==> src/rtl/vga_timing_gen.sv <==
// Parametrised VGA raster timing generator: a pixel-rate divider, horizontal and vertical
// position counters, registered sync/blanking decode and raster synchronisation strobes.
module vga_timing_gen #(
   parameter int H_ACTIVE = 640,
   parameter int H_FP     = 16,
   parameter int H_SYNC   = 96,
   parameter int H_BP     = 48,
   parameter int V_ACTIVE = 480,
   parameter int V_FP     = 10,
   parameter int V_SYNC   = 2,
   parameter int V_BP     = 33,
   parameter int CLK_DIV  = 4,
   parameter bit HS_POL   = 1'b0,
   parameter bit VS_POL   = 1'b0,
   parameter int CNT_W    = 10
) (
   input  logic             clk,
   input  logic             reset,
   input  logic             enable,
   output logic             hSync,
   output logic             vSync,
   output logic             bright,
   output logic [CNT_W-1:0] hCount,
   output logic [CNT_W-1:0] vCount,
   output logic             pixTick,
   output logic             lineStart,
   output logic             frameStart
);

   localparam int H_TOTAL  = H_ACTIVE + H_FP + H_SYNC + H_BP;
   localparam int V_TOTAL  = V_ACTIVE + V_FP + V_SYNC + V_BP;
   localparam int HS_START = H_ACTIVE + H_FP;
   localparam int HS_END   = HS_START + H_SYNC - 1;
   localparam int VS_START = V_ACTIVE + V_FP;
   localparam int VS_END   = VS_START + V_SYNC - 1;
   localparam int DIV_W    = (CLK_DIV > 1) ? $clog2(CLK_DIV) : 1;

   logic [DIV_W-1:0] div;
   logic             advance;
   logic [CNT_W-1:0] h_next;
   logic [CNT_W-1:0] v_next;

   // Next raster position; only committed on an advancing edge.
   always_comb begin
      advance = enable && (div == DIV_W'(CLK_DIV - 1));
      h_next  = hCount + CNT_W'(1);
      v_next  = vCount;
      if (hCount == CNT_W'(H_TOTAL - 1)) begin
         h_next = '0;
         v_next = (vCount == CNT_W'(V_TOTAL - 1)) ? '0 : vCount + CNT_W'(1);
      end
   end

   // NOTE: non-blocking assignments keep every register updating from pre-edge values.
   always_ff @(posedge clk) begin
      if (reset) begin
         div        <= DIV_W'(CLK_DIV - 1);
         hCount     <= CNT_W'(H_TOTAL - 1);
         vCount     <= CNT_W'(V_TOTAL - 1);
         bright     <= 1'b0;
         hSync      <= ~HS_POL;
         vSync      <= ~VS_POL;
         pixTick    <= 1'b0;
         lineStart  <= 1'b0;
         frameStart <= 1'b0;
      end else begin
         pixTick    <= 1'b0;
         lineStart  <= 1'b0;
         frameStart <= 1'b0;
         if (advance) begin
            div        <= '0;
            hCount     <= h_next;
            vCount     <= v_next;
            bright     <= (h_next < CNT_W'(H_ACTIVE)) && (v_next < CNT_W'(V_ACTIVE));
            hSync      <= (h_next >= CNT_W'(HS_START) && h_next <= CNT_W'(HS_END)) ? HS_POL : ~HS_POL;
            vSync      <= (v_next >= CNT_W'(VS_START) && v_next <= CNT_W'(VS_END)) ? VS_POL : ~VS_POL;
            pixTick    <= 1'b1;
            lineStart  <= (h_next == '0);
            frameStart <= (h_next == '0) && (v_next == '0);
         end else if (enable) begin
            div <= div + DIV_W'(1);
         end
      end
   end

endmodule
==> config.mk <==
export PLATFORM = sky130hd
export DESIGN_NAME = vga_timing_gen
export DESIGN_NICKNAME = d
export VERILOG_FILES = /design/src/rtl/vga_timing_gen.sv
export SDC_FILE = /design/constraint.sdc
export NUM_CORES = 1
export LEC_CHECK = 0
export ABC_AREA = 1
export CAP_MARGIN = 0
export CORE_AREA = 4 4 79 52
export DETAILED_ROUTE_END_ITERATION = 6
export DIE_AREA = 0 0 83 56
export PLACE_DENSITY = 0.84
export SLEW_MARGIN = 15
export SYNTH_ARGS = -nofsm -noshare
export SYNTH_HDL_FRONTEND = slang
export SYNTH_SLANG_ARGS = --single-unit
==> constraint.sdc <==
create_clock -name clk -period 1.7 [get_ports clk]
set_input_delay 0.51 -clock clk [delete_from_list [all_inputs] [get_ports clk]]
set_output_delay 0.51 -clock clk [all_outputs]
set_load 0.01 [all_outputs]
==> results.ini, run 1 <==
[worst_hold_path]
hp-start=bright
hold_class=flop to flop
hold_path_depth=2
hold_end=bright

[synthesis]
syn_avg_cell_area_um2=6.292
netlist_area_um2=1737
synthCells=276
seq_area_frac_synth=0.3228
syn-num-nets=284
yosys_warnings=0
yosysTopAreaCell=dfxtp_1
synthTopCellsByArea=dfxtp_1 32%, nand2_1 20%, inv_1 8.9%
synth_top_area_frac=0.3228
ys_ff_latch=28
synth.distinct_cells=21

[critical_path]
r2r_cells=11
path_cells=ha_4 -> nand4_1 -> nor2_4 -> buf_6 -> buf_4 -> nand2_1 -> nand2_2 -> nand2_1 -> nor2_2 -> nand3_1 -> nor2_1
critPathMaxStageDelay_ps=360
endpoint_kind=flop
r2r-start=hCount[0]
cp_max_fo=5
r2r-end=frameStart
crit_type=flop to flop
path_buf_inv=2
cp_slowest_cell=dfxtp_2
cp_top_family=simple AND/OR/NAND/NOR gates
crit_top_cell=nand2_1
crit_arrival_ps=1970
reg2reg_slack_ps=-50
start_kind=flop
worstPathRequired_ps=1920

[layout]
fin_nets=355
fillers=273
syn_to_final_growth_pct=49.78
drive_above_1_share=0.3121
antenna_cells=0
multi_input_area_um2=1121
final_util=0.7549
register_area_um2=584.3

[grt]
grt_max_degree=16
grt-ovfl-total=0
grt_pass1_vias=1948
grt_pass1_wl_mm=9.218
grtUsageTotal=0.2444
antenna_found_initial=0

[clock_network]
cts_max_path_buffers=2
clock_sinks=28
cts_made_buffers=3
htree_levels=1
worstSkewPairLatency_ps=280
cts_root_buffer=clkbuf_8
cts.clk_slew.worst_paths_ps=100
hold_buffers=0
tritoncts=built

[route]
routedWlPerCell_um=15.59
routed_wl_mm=6.128
viasPerCell=5.606
firstDrtPassIters=6
vias=2203
drc=0
drtAntennaViolNets=0
dr.first_iter.drc_count=344

[placement]
place_congestion=0.9208
portBuffers=28
hpwl_mm=3.969

[power_and_ir_drop]
pwr_density_cell_nw_per_um2=948.5
ir_drop_mv=0.5707
power_leakage_nw=1.319

[timing]
setup-violations-final=2
finalCriticalPeriod_ps=1747
hold_ws_ps=477.1
finalMaxSlewViolations=0
worst_slack_ps=-46.51
rsz0062_at_grt=true
timing.final.crit_share=1.027
hold_viol_final=0
tightest_slew_ps=397.6
clock_skew_ps=6.690
fmax_mhz=572.6
slew_headroom=0.7338

[die]
rows=17
dieWidth_um=83
fp.dieArea_um2=4648
die_height_um=56
start_util=0.5040
core_um2=3446
ios=29

[status]
violations=setup timing
status=finished, violations left

[run]
cap_violations=0

[cell usage after synthesis]
| library cell | count |
|---|---|
| nand2_1 | 92 |
| inv_1 | 41 |
| dfxtp_1 | 28 |
| nand3_1 | 24 |
| nor2_1 | 21 |
| nand4_1 | 10 |
| o21ai_0 | 10 |
| a21oi_1 | 8 |
| nor2_2 | 7 |
| o22ai_1 | 7 |
| a22oi_1 | 6 |
| ha_1 | 5 |
| clkbuf_1 | 4 |
| buf_6 | 2 |
| nand2_2 | 2 |
| nand2_4 | 2 |
| o211ai_1 | 2 |
| o31ai_1 | 2 |
| nand3_2 | 1 |
| nor2_4 | 1 |
| nor4_1 | 1 |
[area by class of cell]
| cell class | count | area share |
|---|---|---|
| Clock buffer | 4 | 0.02116 |
| Inverter | 41 | 0.05916 |
| Timing Repair Buffer | 72 | 0.2415 |
| Tap cell | 47 | 0.02261 |
| Sequential cell | 28 | 0.2246 |
| Multi-Input combinational cell | 201 | 0.4310 |
[worst min-delay path, stage by stage, from the launching register on]
cell and delay [ps]:
dfxtp_1 340, nand2_1 60, nand2_1 40
[how the worst max path moves through the flow]
stage | from | to | cells past startpoint
floorplan | hCount[1] | vSync | 11
finish | hCount[0] | frameStart | 11
detailed placement | enable | bright | 7
global route | hCount[0] | frameStart | 11
global placement | enable | frameStart | 9
CTS | vCount[9] | vCount[9] | 1
[per-stage QoR]
stage / instances / setup TNS (ps) / worst slack (ps) / total power [mW] / instance area [µm²]
final: 393 / -78.37 / -46.51 / 2.467 / 2601
after global routing: 393 / -605.8 / -151.2 / 2.603 / 2601
after CTS: 386 / 0 / 0.9887 / 2.245 / 2421
after detailed placement: 380 / -2147 / -205.5 / 1.784 / 2326
after global placement: 380 / -400.1 / -83.82 / 1.757 / 2326
after floorplan: 276 / 0 / 11.57 / 1.372 / 1737
[sequential cells by signal (all words and copies together) (netlist names)]
signal,flops
div,2
vSync,1
vCount,10
lineStart,1
frameStart,1
hSync,1
bright,1
pixTick,1
hCount,10
[routing by layer]
layer,global-route usage,part of all wire,routed length (µm)
met1,0.3488,0.43,2655
met2,0.3870,0.45,2728
met3,0.04290,0.10,614
met4,0.04895,0.021,129
met5,0,0,0
[kinds of logic (layout without fill, tap and decap cells)]
group	after synthesis	count (layout)	synth area share
adders and majority gates	5	5	0.03602
DFF	28	28	0.3228
AOI/OAI and AO/OA	35	35	0.1203
and+or+nand+nor	161	161	0.4107
buffers and inverters	47	117	0.1102
[power by group]
| group | leakage, nW | switching [mW] | internal [mW] |
|---|---|---|---|
| sequential | 0.230 | 0.0615 | 0.716 |
| combinational | 1.06 | 0.731 | 0.528 |
| clock | 0.0288 | 0.223 | 0.208 |
| total | 1.32 | 1.02 | 1.45 |
[cells in the final DEF (no fill, tap or decap), types with 4 or more instances in the layout]
cell / n
inv_1: 40
nand2_2: 14
nand4_1: 10
nand3_2: 5
nand2_1: 80
o22ai_1: 7
o21ai_0: 8
nor2_2: 12
clkdlybuf4s50_1: 4
clkbuf_8: 4
nor2_4: 5
dfxtp_1: 11
dfxtp_2: 16
dlygate4sd2_1: 20
a21oi_1: 7
buf_4: 40
dlymetal6s2s_1: 4
ha_1: 4
nand3_1: 19
a22oi_1: 6
nor2_1: 12
[repair_timing]
action                                  4_1_cts  5_1_grt
resized for setup                            44       40
cloned                                        0        1
endpoints found under the setup margin       26       14
setup buffers                                 2        6
pin swaps                                     4       19
(Power assumes the default switching activity.)
==> run 2, diff against run 1 <==
--- a/config.mk
+++ b/config.mk
@@ -10,7 +10,8 @@
 export CORE_AREA = 4 4 79 52
 export DETAILED_ROUTE_END_ITERATION = 6
 export DIE_AREA = 0 0 83 56
-export PLACE_DENSITY = 0.84
+export PLACE_DENSITY_LB_ADDON = 0.3
+export SETUP_SLACK_MARGIN = 0.1
 export SLEW_MARGIN = 15
 export SYNTH_ARGS = -nofsm -noshare
 export SYNTH_HDL_FRONTEND = slang
==> results.ini, run 2 (synthesis gave the netlist of run 1 again) <==
[clock_network]
cts_root_buffer=clkbuf_8
clock_sinks=28  ; unchanged
cts_max_path_buffers=2  ; unchanged
htree_levels=1  ; unchanged
hold_buffers=0  ; unchanged
cts.clk_slew.worst_paths_ps=90  ; about the same
tritoncts=built
worstSkewPairLatency_ps=270  ; about the same
cts_made_buffers=3  ; unchanged

[route]
dr.first_iter.drc_count=202  ; -41%
routedWlPerCell_um=13.41  ; -14%
drc=0  ; unchanged
vias=2023  ; -8.2%
firstDrtPassIters=5  ; -1
viasPerCell=5.282  ; -5.8%
drtAntennaViolNets=0  ; unchanged
routed_wl_mm=5.137  ; -16%

[die]
core_um2=3446  ; unchanged
die_height_um=56  ; unchanged
rows=17  ; unchanged
start_util=0.5040  ; unchanged
ios=29  ; unchanged
dieWidth_um=83  ; unchanged
fp.dieArea_um2=4648  ; unchanged

[timing]
finalMaxSlewViolations=0  ; unchanged
tightest_slew_ps=310.5  ; -87.08 ps
slew_headroom=0.7921  ; +0.05831
hold_viol_final=0  ; unchanged
finalCriticalPeriod_ps=1701  ; -45.51 ps
setup-violations-final=1  ; -1
timing.final.crit_share=1.001  ; -0.02677
worst_slack_ps=-0.9999  ; +45.51 ps
rsz0062_at_grt=true
clock_skew_ps=1.694  ; -4.996 ps
fmax_mhz=587.9  ; +2.7%
hold_ws_ps=477.9  ; +0.8330 ps

[power_and_ir_drop]
switching_power_uw=963.2  ; -5.2%
clkPwrFrac=0.159  ; -0.016
comb_power_share=0.505  ; -0.005
swShare=0.4189  ; +0.007236
pwr_density_cell_nw_per_um2=936.2  ; -1.3%
ir_drop_mv=0.5707  ; about the same
power_leakage_nw=1.245  ; -5.6%
seq_power_share=0.336  ; +0.021
p_int_mw=1.336  ; -7.9%

[layout]
syn_to_final_growth_pct=41.43
mostFrequentLayoutCells=81 x nand2_1, 39 x inv_1, 31 x buf_4
mostFrequentLayoutCell=nand2_1
reg.largest.list=hCount x10, vCount x10, div x2
drive_above_1_share=0.2768  ; -0.03535
fin_nets=346  ; -2.5%
final_util=0.7128  ; -0.04212
antenna_cells=0  ; unchanged

[grt]
antenna_found_initial=0  ; unchanged
grtUsageTotal=0.2213  ; -0.02315
grt-ovfl-total=0  ; unchanged
grt_pass1_vias=1797  ; -7.8%
grt_max_degree=15  ; -1
grt_pass1_wl_mm=8.383  ; -9.1%

[critical_path]
cp_slowest_cell=dfxtp_4
path_buf_inv=2  ; unchanged
path_cells=ha_4 -> nand2_2 -> nor2_4 -> buf_4 -> nand2_4 -> buf_4 -> nand2_1 -> nand2_2 -> nand2_2 -> nor2_2 -> nand3_1 -> nor2_1
worstPathRequired_ps=1880  ; -40 ps
cp_max_fo=6  ; +1
crit_top_cell=nand2_2
crit_type=flop to flop
start_kind=flop
crit_arrival_ps=1880  ; -90 ps
critPathMaxStageDelay_ps=370  ; about the same
endpoint_kind=flop
cp_top_family=simple AND/OR/NAND/NOR gates

[status]
violations=setup timing
status=finished, violations left

[placement]
portBuffers=28  ; unchanged
hpwl_mm=3.619  ; -8.8%
place_congestion=0.9047  ; -1.7%
dp_slack_ps=-102.5  ; +103.0 ps

[worst_hold_path]
hold_class=flop to flop

[run]
cap_violations=0  ; unchanged

## run 2: cell count changes in the layout (fill, tap and decap cells not counted), sizes merged
| cell | change |
|---|---|
| clkdlybuf4s50 | -2 |
| buf | -10 |
| nand2 | +1 |
| dlygate4sd2 | +5 |
| dlymetal6s2s | -4 |
## run 2: cell type report
| class | instances | area (µm²) |
|---|---|---|
| clock buffer | 3 | 41.29 |
| fill | 302 | 989.7 |
| inverter | 41 | 153.9 |
| multi-input combinational | 202 | 1105 |
| sequential | 28 | 586.8 |
| tap | 47 | 58.81 |
| timing repair buffer | 62 | 510.5 |
## run 2: worst paths after layout
check | from | end | slack (ps) | cells after the start
worst max-delay path | hCount[1] | frameStart | -1 | 12
worst max register to register | hCount[1] | frameStart | -1 | 12
worst min-delay path | hSync | hSync | 480 | 2
worst min register to register | hSync | hSync | 480 | 2
## run 2: metrics by stage
step	power [mW]	instances	area, µm²	TNS, ps
after floorplan	1.374	276	1742	0
after global placement	1.674	371	2238	-161.3
after global routing	2.442	383	2456	-379.6
after CTS	2.204	381	2402	0
final	2.300	383	2456	-0.9999
after detailed placement	1.679	371	2238	-523.2
## run 2: power by group through the flow
stage          Clock, mW  Combinational (mW)  Sequential [mW]
5_1_grt            0.395                1.26            0.782
3_5_place_dp           0               0.900            0.779
3_3_place_gp           0               0.894            0.780
6_report           0.366                1.16            0.772
2_1_floorplan          0               0.573            0.801
4_1_cts            0.371                1.06            0.771
## run 2: metal layers
metal / GRT usage / vias up / part of all wire
met2: 0.2979 / 112 / 0.39
li1: - / 1017 / -
met5: 0 / - / 0
met1: 0.3437 / 881 / 0.50
met3: 0.04734 / 13 / 0.091
met4: 0.06294 / 0 / 0.023
## run 2: worst reg2reg max path, cell delays in order, from the launching register on
cell and delay [ps]:
dfxtp_4 370, ha_4 160, nand2_2 110, nor2_4 250, buf_4 180, nand2_4 80, buf_4 160, nand2_1 60
nand2_2 60, nand2_2 70, nor2_2 40, nand3_1 60, nor2_1 40
## run 2: what timing repair did
item / in CTS / in global routing
pin swaps: 11 / 15
gates cloned: 2 / 0
resized for setup: 63 / 19
endpoints found under the setup margin: 31 / 13
setup buffers: 5 / 2
